**src/rtl/dht11_sched.sv**
```systemverilog
// DHT11 measurement scheduler: periodic/forced starts, timeout, error count, stale tracking.
// Define DHT11_SCHED_RETRY_EN to retry a failed read after a 1100 ms backoff.
module dht11_sched #(
  parameter int CLK_HZ     = 125_000_000,
  parameter int PERIOD_MS  = 2000,
  parameter int TIMEOUT_MS = 50,
  parameter int MAX_RETRY  = 3,
  parameter int STALE_MS   = 10000
) (
  input  logic       clk,
  input  logic       reset_n,
  input  logic       force_req,
  output logic       meas_start,
  input  logic       meas_done,
  input  logic       meas_ok,
  input  logic [7:0] humi_in,
  input  logic [7:0] temp_in,
  output logic [7:0] humidity,
  output logic [7:0] temperature,
  output logic       data_valid,
  output logic       stale,
  output logic [7:0] err_cnt,
  output logic       busy
);

  localparam int DIV = (CLK_HZ / 1000 < 1) ? 1 : CLK_HZ / 1000;
  localparam int DW  = (DIV > 1) ? $clog2(DIV) : 1;
  localparam int PW  = $clog2(PERIOD_MS + 1);
`ifdef DHT11_SCHED_RETRY_EN
  localparam int BACKOFF_MS = 1100;
  localparam int TMAX       = (TIMEOUT_MS > BACKOFF_MS) ? TIMEOUT_MS : BACKOFF_MS;
  localparam int RW         = $clog2(MAX_RETRY + 1);
  localparam logic [RW-1:0] RETRY_MAX = RW'(MAX_RETRY);
`else
  localparam int TMAX       = TIMEOUT_MS;
`endif
  localparam int TW = $clog2(TMAX + 1);
  localparam int AW = (STALE_MS < 1) ? 1 : $clog2(STALE_MS + 1);

  localparam logic [DW-1:0] DIV_LAST    = DW'(DIV - 1);
  localparam logic [PW-1:0] PERIOD_LAST = PW'(PERIOD_MS - 1);
  localparam logic [TW-1:0] TOUT_LAST   = TW'(TIMEOUT_MS - 1);
`ifdef DHT11_SCHED_RETRY_EN
  localparam logic [TW-1:0] BOFF_LAST   = TW'(BACKOFF_MS - 1);
`endif
  localparam logic [AW-1:0] STALE_MAX   = AW'(STALE_MS);

  typedef enum logic [1:0] {
    IDLE    = 2'd0,
    START   = 2'd1,
    WAIT    = 2'd2,
    BACKOFF = 2'd3
  } state_t;

  state_t        state_r;
  logic [DW-1:0] presc_r;
  logic [PW-1:0] period_r;
  logic [TW-1:0] tmr_r;
  logic [AW-1:0] age_r;
  logic [AW-1:0] age_nxt_s;
`ifdef DHT11_SCHED_RETRY_EN
  logic [RW-1:0] retry_r;
`endif
  logic          force_d_r;
  logic          tick_s;
  logic          force_rise_s;
  logic          capture_s;
  logic          fail_s;
  logic          valid_nxt_s;
  logic          stale_nxt_s;
  logic          meas_start_r;
  logic          busy_r;
  logic [7:0]    humidity_r;
  logic [7:0]    temperature_r;
  logic          data_valid_r;
  logic          stale_r;
  logic [7:0]    err_cnt_r;

  assign tick_s       = (presc_r == DIV_LAST);
  assign force_rise_s = force_req & ~force_d_r;
  assign capture_s    = (state_r == WAIT) & meas_done & meas_ok;

  // A failure is a bad checksum, or a timeout on a cycle without meas_done
  always_comb begin
    fail_s = 1'b0;
    if (state_r == WAIT) begin
      if (meas_done) begin
        fail_s = ~meas_ok;
      end else begin
        fail_s = tick_s & (tmr_r == TOUT_LAST);
      end
    end else begin
      fail_s = 1'b0;
    end
  end

  // Next age and validity, so stale can be registered alongside them
  always_comb begin
    age_nxt_s = age_r;
    if (capture_s) begin
      age_nxt_s = {AW{1'b0}};
    end else if (tick_s && (age_r != STALE_MAX)) begin
      age_nxt_s = age_r + AW'(1'b1);
    end else begin
      age_nxt_s = age_r;
    end
    valid_nxt_s = data_valid_r | capture_s;
    stale_nxt_s = (age_nxt_s == STALE_MAX) | ~valid_nxt_s;
  end

  // Scheduler FSM; one timer serves both the result timeout and the backoff
  always_ff @(posedge clk or negedge reset_n) begin
    if (!reset_n) begin
      state_r      <= IDLE;
      period_r     <= {PW{1'b0}};
      tmr_r        <= {TW{1'b0}};
      meas_start_r <= 1'b0;
      busy_r       <= 1'b0;
`ifdef DHT11_SCHED_RETRY_EN
      retry_r      <= {RW{1'b0}};
`endif
    end else begin
      case (state_r)
        IDLE: begin
          if (force_rise_s || (tick_s && (period_r == PERIOD_LAST))) begin
            state_r      <= START;
            period_r     <= {PW{1'b0}};
            meas_start_r <= 1'b1;
            busy_r       <= 1'b1;
          end else begin
            meas_start_r <= 1'b0;
            busy_r       <= 1'b0;
            if (tick_s) begin
              period_r <= period_r + PW'(1'b1);
            end
          end
        end
        START: begin
          state_r      <= WAIT;
          tmr_r        <= {TW{1'b0}};
          meas_start_r <= 1'b0;
          busy_r       <= 1'b1;
        end
        WAIT: begin
          meas_start_r <= 1'b0;
          if (capture_s) begin
            state_r <= IDLE;
            busy_r  <= 1'b0;
`ifdef DHT11_SCHED_RETRY_EN
            retry_r <= {RW{1'b0}};
`endif
          end else if (fail_s) begin
`ifdef DHT11_SCHED_RETRY_EN
            if (retry_r < RETRY_MAX) begin
              state_r <= BACKOFF;
              tmr_r   <= {TW{1'b0}};
              busy_r  <= 1'b1;
            end else begin
              state_r <= IDLE;
              retry_r <= {RW{1'b0}};
              busy_r  <= 1'b0;
            end
`else
            state_r <= IDLE;
            busy_r  <= 1'b0;
`endif
          end else if (tick_s) begin
            tmr_r <= tmr_r + TW'(1'b1);
          end
        end
        BACKOFF: begin
`ifdef DHT11_SCHED_RETRY_EN
          if (tick_s && (tmr_r == BOFF_LAST)) begin
            state_r      <= START;
            retry_r      <= retry_r + RW'(1'b1);
            meas_start_r <= 1'b1;
          end else begin
            meas_start_r <= 1'b0;
            if (tick_s) begin
              tmr_r <= tmr_r + TW'(1'b1);
            end
          end
          busy_r <= 1'b1;
`else
          state_r      <= IDLE;
          meas_start_r <= 1'b0;
          busy_r       <= 1'b0;
`endif
        end
        default: begin
          state_r      <= IDLE;
          meas_start_r <= 1'b0;
          busy_r       <= 1'b0;
        end
      endcase
    end
  end

  // Prescaler, edge detect, captured reading, age/stale and error counter
  always_ff @(posedge clk or negedge reset_n) begin
    if (!reset_n) begin
      presc_r       <= {DW{1'b0}};
      force_d_r     <= 1'b0;
      age_r         <= {AW{1'b0}};
      humidity_r    <= 8'h00;
      temperature_r <= 8'h00;
      data_valid_r  <= 1'b0;
      stale_r       <= 1'b1;
      err_cnt_r     <= 8'h00;
    end else begin
      presc_r      <= tick_s ? {DW{1'b0}} : (presc_r + DW'(1'b1));
      force_d_r    <= force_req;
      age_r        <= age_nxt_s;
      data_valid_r <= valid_nxt_s;
      stale_r      <= stale_nxt_s;
      if (capture_s) begin
        humidity_r    <= humi_in;
        temperature_r <= temp_in;
      end
      if (fail_s && (err_cnt_r != 8'hFF)) begin
        err_cnt_r <= err_cnt_r + 8'd1;
      end
    end
  end

  assign meas_start  = meas_start_r;
  assign busy        = busy_r;
  assign humidity    = humidity_r;
  assign temperature = temperature_r;
  assign data_valid  = data_valid_r;
  assign stale       = stale_r;
  assign err_cnt     = err_cnt_r;

endmodule

```
**config.mk**
```make
export PLATFORM = sky130hd
export DESIGN_NAME = dht11_sched
export DESIGN_NICKNAME = d
export VERILOG_FILES = /design/src/rtl/dht11_sched.sv
export SDC_FILE = /design/constraint.sdc
export NUM_CORES = 1
export LEC_CHECK = 0
export CORE_MARGIN = 10
export CORE_UTILIZATION = 59
export DETAILED_ROUTE_END_ITERATION = 8
export GPL_TIMING_DRIVEN = 0
export PLACE_DENSITY = 0.8
export SETUP_SLACK_MARGIN = 0.1
export SYNTH_ARGS = -nofsm -noshare
export SYNTH_HDL_FRONTEND = slang
export SYNTH_SLANG_ARGS = --single-unit
```
**constraint.sdc**
```tcl
create_clock -name clk -period 3.35 [get_ports clk]
set_input_delay 0.335 -clock clk [delete_from_list [all_inputs] [get_ports clk]]
set_output_delay 0.335 -clock clk [all_outputs]
set_load 0.05 [all_outputs]
```
==> results.toml, run 1 <==
[final_layout]
antenna_cells_inserted = 0
finalNetCount = 477
syn2layout_area_growth_pct = 20.98
fin_area_um2 = 4624
post_route_cells_drive_above_1_share = 0.05960
final_core_utilization = 0.7325

[logic_synthesis]
dominant_combinational_cell_family_by_area_after_synthesis = "simple AND/OR/NAND/NOR gates"
yosysSeqAreaShare = 0.5175
synth.avg_cell_area_um2 = 9.852
syn-instance-count = 388
asyncSetResetFlopFracSynth = 1.000
synthTopCellsByArea = "sky130_fd_sc_hd__dfrtp_1, sky130_fd_sc_hd__nand2_1, sky130_fd_sc_hd__xor2_1"
synth_top_area_frac = 0.5106
synth-edff-count = 0
synth_top_area_cell = "sky130_fd_sc_hd__dfrtp_1"
synthXorXnorAreaFrac = 0.09624
yosysWarningCount = 0
compound_gate_fraction_of_synth_area = 0.05303
simple_gate_share_of_the_synthesized_area = 0.2831
syn-cell-area_um2 = 3822
yosys.area_share.adder = 0.02291
count_of_distinct_cell_types_in_the_synthesized_netlist = 47
ys_seq_elements = 79
syn-num-nets = 416
synthMuxAreaShare = 0.01113
synth_top_flop_cell = "sky130_fd_sc_hd__dfrtp_1"

[timing]
slew-limit-headroom = 0.5282
fmax_mhz = 375.0
period_utilisation_layout = 0.7961
hold_vio_cnt_final = 0
finalMaxSlewViolations = 0
setup_repair_after_global_routing_missed_its_margin = "false"
setup_violations = 0
worst_slack_ns = 0.6831
post-route-min-period_ns = 2.667
finalClockSkew_ns = 0.005576
max_slew.worst_pin.slew_ns = 0.6899

[power_and_ir_drop]
cellLeakagePower_nw = 2.073
pwr_density_cell_nw_per_um2 = 628.6
vdd_drop_max_uv = 617.2

[clocking]
htreeDepth = 3
clock_tree_buf_depth = 2
tritoncts_num_sinks = 79
ctsRootBufferMaster = "sky130_fd_sc_hd__clkbuf_8"
cts_buffers = 9
tritoncts = "yes"
clk_pin_slew_worst_paths_ns = 0.08
clock_latency_ns = 0.35

[floorplan]
area_of_the_die_um2 = 10100
placeableCoreArea_um2 = 6314
io_pins = 49
floorplan.initialDensity = 0.6054
row_count = 29
fp.dieW_um = 100.5
die-height_um = 100.5

[placed_design]
io_buffer_count = 48
post-dp-hpwl_um = 5776
place.gp.congestion = 0.8931
dp_worst_slack_ns = 0.7090
placed_instance_area_um2 = 4417

[route]
totalWireLength_um = 8092
ant_nets = 0
dr_total_vias = 2963
dr_pass1_iterations = 4
routed_via_density = 5.591
drc = 0
first_drt_iteration_drcs = 100
route.detailed.wl_per_inst_um = 15.27

[worst_setup_path]
worst_r2r_src = "presc_r[0]"
r2r_slack_ns = 0.68
timing.critical_path.arrival_ns = 2.94
ff2ff_path_depth = 7
crit_path_end_kind = "register"
worst_setup_path_start_kind = "register"
crit_type = "register to register"
r2r_end = "err_cnt[7]"
max_fanout_on_critical_path = 9
critPathCapture = "err_cnt[7]"
critPathRequiredTime_ns = 3.62
cp-startpoint = "presc_r[0]"

[global_route]
grt_overflow = 0
grt_pass1_wl_um = 14030
global_route.usage.total = 0.1689
number_of_global_route_vias_before_repair = 2999
grt_max_degree = 42
antenna_found_initial = 0

[worst_hold_path]
hold_path.class = "register to register"

[flow_run]
timing.max_cap.violations = 0

[run_status]
status = "complete, no violations"
==> flip-flops by register name, summed over array words and instances (netlist names) <==
name and count:
presc_r 17, age_r 14, period_r 11, err_cnt 8
humidity 8, temperature 8, tmr_r 6, state_r 2
busy 1, data_valid 1, force_d_r 1, meas_start 1
stale 1
==> final cells by class <==
class | count | area [um^2]
tap | 77 | 96.34
clock buffer | 12 | 155.1
timing repair buffer | 50 | 508.0
fill | 464 | 1689
clock inverter | 3 | 42.54
buffer | 9 | 35.03
sequential | 79 | 1978
multi-input combinational | 293 | 1783
inverter | 7 | 26.28
==> what timing repair did <==
item,in CTS,in global routing
gates resized for setup,0,0
hold buffers,1,0
setup buffers,0,0
endpoints found under the hold margin,38,0
setup endpoints to repair,0,0
==> synth_stat cells (all sizes together) (9+ instances only) <==
library cell   n
nand2         75
nand3         13
and3           9
xnor2         20
dfrtp         78
xor2          22
nor2          42
nand4         21
o21ai         12
==> critical path, stage by stage (launching register included) <==
cell,delay [ns]
sky130_fd_sc_hd__dfrtp_1,0.41
sky130_fd_sc_hd__ha_1,0.29
sky130_fd_sc_hd__nor4b_4,0.32
sky130_fd_sc_hd__nand4_2,0.30
sky130_fd_sc_hd__o31a_1,0.40
sky130_fd_sc_hd__a311oi_4,0.45
sky130_fd_sc_hd__and4bb_1,0.27
sky130_fd_sc_hd__xor2_1,0.15
==> kinds of logic after synthesis <==
group,Yosys count
multiplexers,4
AND/OR/NAND/NOR,210
adder cells (fa/ha/maj),7
XOR/XNOR,42
AO/OA/AOI/OAI,30
buffers and inverters,16
flip-flops,79
==> how the worst min path moves through the flow <==
stage	from	endpoint	slack, ns	cells past startpoint
2_1_floorplan	reset_n	age_r[0]	0.04	0
5_1_grt	temperature[6]	temperature[6]	0.50	2
4_1_cts	humidity[7]	humidity[7]	0.48	2
6_report	humidity[7]	humidity[7]	0.48	2
3_3_place_gp	humidity[7]	humidity[7]	0.46	2
3_5_place_dp	reset_n	period_r[6]	0.34	1
==> routing by layer <==
metal	track usage	vias up	part of all wire
li1	-	1461	-
met4	0.07826	0	0.016
met2	0.2720	61	0.50
met3	0.03635	13	0.044
met1	0.2122	1428	0.44
met5	0	-	0
==> metrics by stage <==
step | TNS [ns] | hold WS (ns) | std cells | power, mW
after floorplan | 0 | 0.03941 | 388 | 1.864
after global placement | -57.05 | 0.4571 | 513 | 2.194
after detailed placement | 0 | 0.3407 | 514 | 2.221
after CTS | 0 | 0.4801 | 530 | 2.936
after global routing | 0 | 0.4961 | 530 | 3.059
final | 0 | 0.4760 | 530 | 2.907
==> placed cells by master, fill, tap and decap left out, types with 9 or more instances in the layout <==
cell,instances
sky130_fd_sc_hd__xnor2_1,20
sky130_fd_sc_hd__nand4_1,20
sky130_fd_sc_hd__and3_1,9
sky130_fd_sc_hd__clkdlybuf4s50_1,47
sky130_fd_sc_hd__nor2_1,42
sky130_fd_sc_hd__dfrtp_1,78
sky130_fd_sc_hd__xor2_1,22
sky130_fd_sc_hd__o21ai_0,11
sky130_fd_sc_hd__clkbuf_8,11
sky130_fd_sc_hd__nand3_1,13
sky130_fd_sc_hd__nand2_1,75
==> where the power goes <==
group	total, mW	switching [mW]	internal (mW)
registers	1.25	0.131	1.11
logic	0.950	0.621	0.329
clock network	0.711	0.331	0.380
total	2.91	1.08	1.82
Power figures use the tool's default switching activity.
==> run 2: changes to the inputs <==
--- a/config.mk
+++ b/config.mk
@@ -6,10 +6,10 @@
 export NUM_CORES = 1
 export LEC_CHECK = 0
 export CORE_MARGIN = 10
-export CORE_UTILIZATION = 59
+export CORE_UTILIZATION = 55
 export DETAILED_ROUTE_END_ITERATION = 8
 export GPL_TIMING_DRIVEN = 0
-export PLACE_DENSITY = 0.8
+export PLACE_DENSITY = 0.75
 export SETUP_SLACK_MARGIN = 0.1
 export SYNTH_ARGS = -nofsm -noshare
 export SYNTH_HDL_FRONTEND = slang
==> constraint.sdc (replaced) <==
create_clock -name clk -period 2.55 [get_ports clk]
set_input_delay 0.255 -clock clk [delete_from_list [all_inputs] [get_ports clk]]
set_output_delay 0.255 -clock clk [all_outputs]
set_load 0.05 [all_outputs]
==> run 2 against run 1 <==
Setup slack lost 0.53 ns. Clock-buffer cell count is 2 lower. Register-to-register slack worse by 0.53 ns. First-iteration DRC count shrank 1.0%. Non-clock buffer count is 9 higher. Power rose by 30%. Critical path depth stayed put. Flip-flop and latch count did not move. Maximum frequency increased by 11%. Combinational power is 33% higher. Sequential share of layout area decreased by 1.1 points. Highest routed layer unchanged.
==> results.toml, run 2 (synthesis results as in run 1) <==
[worst_setup_path]
cp-startpoint = "presc_r[1]"
critPathCapture = "period_r[9]"
crit_path_end_kind = "register"
timing.critical_path.arrival_ns = 2.62
r2r_end = "period_r[9]"
critPathRequiredTime_ns = 2.78
max_fanout_on_critical_path = 6
r2r_slack_ns = 0.16
crit_type = "register to register"
worst_r2r_src = "presc_r[1]"
worst_setup_path_start_kind = "register"
ff2ff_path_depth = 7

[timing]
setup_repair_after_global_routing_missed_its_margin = "true"
slew-limit-headroom = 0.6183
hold_vio_cnt_final = 0
max_slew.worst_pin.slew_ns = 0.5712
setup_violations = 0
post-route-min-period_ns = 2.392
finalMaxSlewViolations = 0
finalClockSkew_ns = 0.01160
fmax_mhz = 418.1
setup_tns_ns = 0
period_utilisation_layout = 0.9380

[clocking]
tritoncts = "yes"
clock_tree_buf_depth = 2
cts_buffers = 9
ctsRootBufferMaster = "sky130_fd_sc_hd__clkbuf_8"
htreeDepth = 3
clk_pin_slew_worst_paths_ns = 0.09
clock_latency_ns = 0.35
tritoncts_num_sinks = 79

[floorplan]
area_of_the_die_um2 = 10680
placeableCoreArea_um2 = 6756
row_count = 30
floorplan.initialDensity = 0.5657
io_pins = 49
fp.dieW_um = 103.4
die-height_um = 103.4

[placed_design]
post-dp-hpwl_um = 5901
place.gp.congestion = 0.9023
io_buffer_count = 48
placed_instance_area_um2 = 4428

[route]
ant_nets = 0
drc = 0
first_drt_iteration_drcs = 99
routed_via_density = 5.543
route.detailed.wl_per_inst_um = 15.31
dr_total_vias = 3010
totalWireLength_um = 8311
dr_pass1_iterations = 4

[power_and_ir_drop]
vdd_drop_max_uv = 550.7
cellLeakagePower_nw = 2.129
pwr_density_cell_nw_per_um2 = 794.0

[final_layout]
post_route_cells_drive_above_1_share = 0.09935
largest-register = "presc_r"
syn2layout_area_growth_pct = 24.09
most-common-layout-cells = "sky130_fd_sc_hd__dfrtp_1, sky130_fd_sc_hd__nand2_1, sky130_fd_sc_hd__clkdlybuf4s50_1"
n_fill_cell = 534
finalNetCount = 486
multi_input_comb_area_um2 = 1836
most_common_library_cell_in_the_layout_ignoring_fill_and_taps = "sky130_fd_sc_hd__dfrtp_1"
largest_reg_flops = 17
fin_area_um2 = 4743
seqCellArea_um2 = 1978
top_regs = "presc_r (17), age_r (14), period_r (11)"
antenna_cells_inserted = 0

[global_route]
grt_max_degree = 57
number_of_global_route_vias_before_repair = 3003
grt_overflow = 0
global_route.usage.total = 0.1626
grt_pass1_wl_um = 13920
antenna_found_initial = 0

[flow_run]
timing.max_cap.violations = 0

[worst_hold_path]
hold_path.class = "input pin to async pin"

[run_status]
status = "complete, no violations"
run 2: cell types whose count changed in the layout (fill, tap and decap cells not counted), moves of 2 or more:
cell / before / now
sky130_fd_sc_hd__buf_4: 1 / 11
sky130_fd_sc_hd__clkbuf_8: 11 / 9
sky130_fd_sc_hd__clkinv_4: 0 / 2
sky130_fd_sc_hd__inv_6: 0 / 2
run 2: cell type report:
cell class | count | share of cell area
flip-flops and latches | 79 | 0.4170
multi-input cells | 293 | 0.3870
repair buffers | 59 | 0.1229
clock buffers | 10 | 0.02691
well taps | 80 | 0.02110
clock inverters | 6 | 0.01134
plain buffers | 9 | 0.008177
inverters | 7 | 0.005539
run 2: power by group:
group / switching, mW / internal [mW]
logic: 0.817 / 0.440
registers: 0.174 / 1.46
clock network: 0.501 / 0.371
run 2: worst min-delay path by stage:
stage	from	endpoint	cells past startpoint
after floorplan	reset_n	age_r[0]	0
after global placement	humidity[3]	humidity[3]	2
after detailed placement	reset_n	period_r[6]	1
after CTS	reset_n	period_r[6]	2
after global routing	reset_n	period_r[8]	2
final	reset_n	period_r[6]	2
run 2: worst max-delay path, cell delays in order, from the launching register on:
cell and delay [ns]:
sky130_fd_sc_hd__dfrtp_1 0.45, sky130_fd_sc_hd__ha_4 0.19, sky130_fd_sc_hd__nor4b_4 0.33, sky130_fd_sc_hd__nand4_4 0.22, sky130_fd_sc_hd__a2111oi_1 0.64, sky130_fd_sc_hd__nand4_1 0.18
sky130_fd_sc_hd__xor2_1 0.19, sky130_fd_sc_hd__nor2_1 0.06
run 2: per-stage QoR:
stage / power [mW] / hold slack (ns) / cells / util / worst slack [ns]
finish: 3.766 / 0.3355 / 543 / 0.7020 / 0.1581
global route: 3.963 / 0.3716 / 543 / 0.7020 / 0.04959
CTS: 3.802 / 0.3409 / 540 / 0.6948 / 0.1088
detailed placement: 2.924 / 0.1807 / 517 / 0.6554 / -0.1220
global placement: 2.886 / 0.4565 / 516 / 0.6517 / -1.506
floorplan: 2.448 / -0.04059 / 388 / - / 0.2531
run 2: what timing repair did:
item | in CTS | in global routing
endpoints found under the setup margin | 19 | 15
hold endpoints to repair | 23 | 0
pin swaps | 4 | 8
buffers inserted | 6 | 3
hold buffers | 1 | 0
resized for setup | 9 | 6
run 2: routing by layer:
metal | part of all wire | wire length (um) | global-route usage
met5 | 0 | 0 | 0
met4 | 0.013 | 112 | 0.04492
met3 | 0.037 | 311 | 0.04585
met2 | 0.51 | 4275 | 0.2763
met1 | 0.43 | 3611 | 0.1974
==> run 3: changes to the inputs <==
--- a/config.mk
+++ b/config.mk
@@ -5,7 +5,7 @@
 export SDC_FILE = /design/constraint.sdc
 export NUM_CORES = 1
 export LEC_CHECK = 0
-export CORE_MARGIN = 10
+export CORE_MARGIN = 4
 export CORE_UTILIZATION = 55
 export DETAILED_ROUTE_END_ITERATION = 8
 export GPL_TIMING_DRIVEN = 0
==> run 3 against run 2 <==
Setup slack improved by 0.053 ns. Final area is 0.16% higher. Global-route usage grew 3.5 points. Largest power group unchanged. Maximum frequency grew 2.3%. Hold slack better by 0.074 ns. Flip-flop and latch count is the same. Register-to-register slack better by 0.05 ns. Critical endpoint is now period_r[10]. Sequential power about the same. Clock skew grew 0.0031 ns.
==> results.toml, run 3 (synthesis results as in run 1) <==
[clocking]
tritoncts_num_sinks = 79
clock_latency_ns = 0.35
tritoncts = "yes"
ctsRootBufferMaster = "sky130_fd_sc_hd__clkbuf_8"
cts_buffers = 9
clk_pin_slew_worst_paths_ns = 0.09
clock_tree_buf_depth = 2
htreeDepth = 3

[placed_design]
place.gp.congestion = 0.8812
io_buffer_count = 48
place_inst = 517
placed_instance_area_um2 = 4420
post-dp-hpwl_um = 5354

[worst_setup_path]
r2r_end = "period_r[10]"
r2r_slack_ns = 0.21
worst_r2r_src = "presc_r[0]"
max_fanout_on_critical_path = 5
crit_path_end_kind = "register"
timing.critical_path.arrival_ns = 2.61
critPathRequiredTime_ns = 2.82
worst_setup_path_start_kind = "register"
ff2ff_path_depth = 8
crit_type = "register to register"

[floorplan]
fp.dieW_um = 91.37
placeableCoreArea_um2 = 6756
io_pins = 49
die-height_um = 91.37
floorplan.initialDensity = 0.5657
row_count = 30
area_of_the_die_um2 = 8348

[global_route]
grt_overflow = 0
grt_pass1_wl_um = 13460
number_of_global_route_vias_before_repair = 2871
global_route.usage.total = 0.1976
grt_max_degree = 45
antenna_found_initial = 0

[timing]
hold_vio_cnt_final = 0
setup_violations = 0
max_slew.worst_pin.slew_ns = 0.5207
finalMaxSlewViolations = 0
slew-limit-headroom = 0.6518
period_utilisation_layout = 0.9173
setup_repair_after_global_routing_missed_its_margin = "false"
setup_tns_ns = 0
post-route-min-period_ns = 2.339
fmax_mhz = 427.5
finalClockSkew_ns = 0.01473

[power_and_ir_drop]
pwr_density_cell_nw_per_um2 = 796.9
cellLeakagePower_nw = 2.141
total_power_mw = 3.786
vdd_drop_max_uv = 564.7

[final_layout]
syn2layout_area_growth_pct = 24.29
top_regs = "presc_r (17), age_r (14), period_r (11)"
largest-register = "presc_r"
antenna_cells_inserted = 0
largest_reg_flops = 17
most_common_library_cell_in_the_layout_ignoring_fill_and_taps = "sky130_fd_sc_hd__dfrtp_1"
post_route_cells_drive_above_1_share = 0.09677
finish.cell_count_without_fillers = 545
finalNetCount = 488
fin_area_um2 = 4751
final_core_utilization = 0.7031
most-common-layout-cells = "sky130_fd_sc_hd__dfrtp_1, sky130_fd_sc_hd__nand2_1, sky130_fd_sc_hd__clkdlybuf4s50_1"

[route]
ant_nets = 0
totalWireLength_um = 7910
dr_pass1_iterations = 4
dr_total_vias = 3019
routed_via_density = 5.539
route.detailed.wl_per_inst_um = 14.51
first_drt_iteration_drcs = 178
drc = 0

[worst_hold_path]
hold_path.class = "input pin to async pin"

[flow_run]
timing.max_cap.violations = 0

[run_status]
status = "complete, no violations"
## run 3: cell types whose count changed in the layout (fill, tap and decap cells not counted), sizes merged
cell	change
inv	-3
clkbuf	+2
clkinv	+2
buf	-1
bufinv	+1
nand4	+1
## run 3: metal layers
metal / part of all wire / global-route usage / vias up
met5: 0 / 0 / -
met3: 0.032 / 0.03645 / 11
met1: 0.47 / 0.2707 / 1466
li1: - / - / 1488
met4: 0.017 / 0.07915 / 0
met2: 0.48 / 0.3109 / 54
## run 3: worst max-delay path by stage
stage / startpoint / slack, ns / depth (start not counted) / end
finish: presc_r[0] / 0.21 / 8 / period_r[10]
global route: presc_r[0] / 0.1 / 9 / stale
CTS: presc_r[1] / 0.16 / 7 / stale
detailed placement: presc_r[0] / -0.15 / 6 / err_cnt[1]
global placement: reset_n / -1.51 / 1 / period_r[10]
floorplan: presc_r[0] / 0.25 / 6 / err_cnt[1]
## run 3: what timing repair did
| item | 4_1_cts | 5_1_grt |
|---|---|---|
| gates resized for setup | 8 | 3 |
| endpoints found under the setup margin | 19 | 15 |
| hold buffers | 1 | 0 |
| endpoints found under the hold margin | 35 | 0 |
| pin swaps | 3 | 4 |
| gates cloned | 0 | 1 |
| setup buffers | 5 | 5 |
## run 3: cell type report
cell class                      count  area [um^2]
Multi-Input combinational cell    294         1836
Buffer                              9        38.79
Fill cell                         509         2006
Inverter                            7        26.28
Timing Repair Buffer               60        583.1
Clock buffer                       10        127.6
Tap cell                           80        100.1
Sequential cell                    79         1978
Clock inverter                      6        61.31
## run 3: power breakdown
| part | internal (mW) | leakage (nW) | switching, mW | total, mW |
|---|---|---|---|---|
| Sequential | 1.46 | 1.04 | 0.174 | 1.64 |
| Clock | 0.449 | 0.0960 | 0.453 | 0.902 |
| Combinational | 0.437 | 1.01 | 0.808 | 1.25 |
## run 3: critical path: stages (launching register included)
cell and delay [ns]:
sky130_fd_sc_hd__dfrtp_1 0.40, sky130_fd_sc_hd__ha_4 0.19, sky130_fd_sc_hd__nor4b_4 0.18, sky130_fd_sc_hd__buf_4 0.18, sky130_fd_sc_hd__and4_4 0.26, sky130_fd_sc_hd__o21ai_1 0.14
sky130_fd_sc_hd__or3_1 0.44, sky130_fd_sc_hd__or3_1 0.32, sky130_fd_sc_hd__a21oi_1 0.15
## run 3: metrics by stage
step | setup slack [ns] | hold WS [ns]
floorplan | 0.2531 | -0.04059
global placement | -1.510 | 0.4581
detailed placement | -0.1457 | 0.2449
CTS | 0.1550 | 0.4127
global route | 0.09895 | 0.4303
finish | 0.2109 | 0.4090
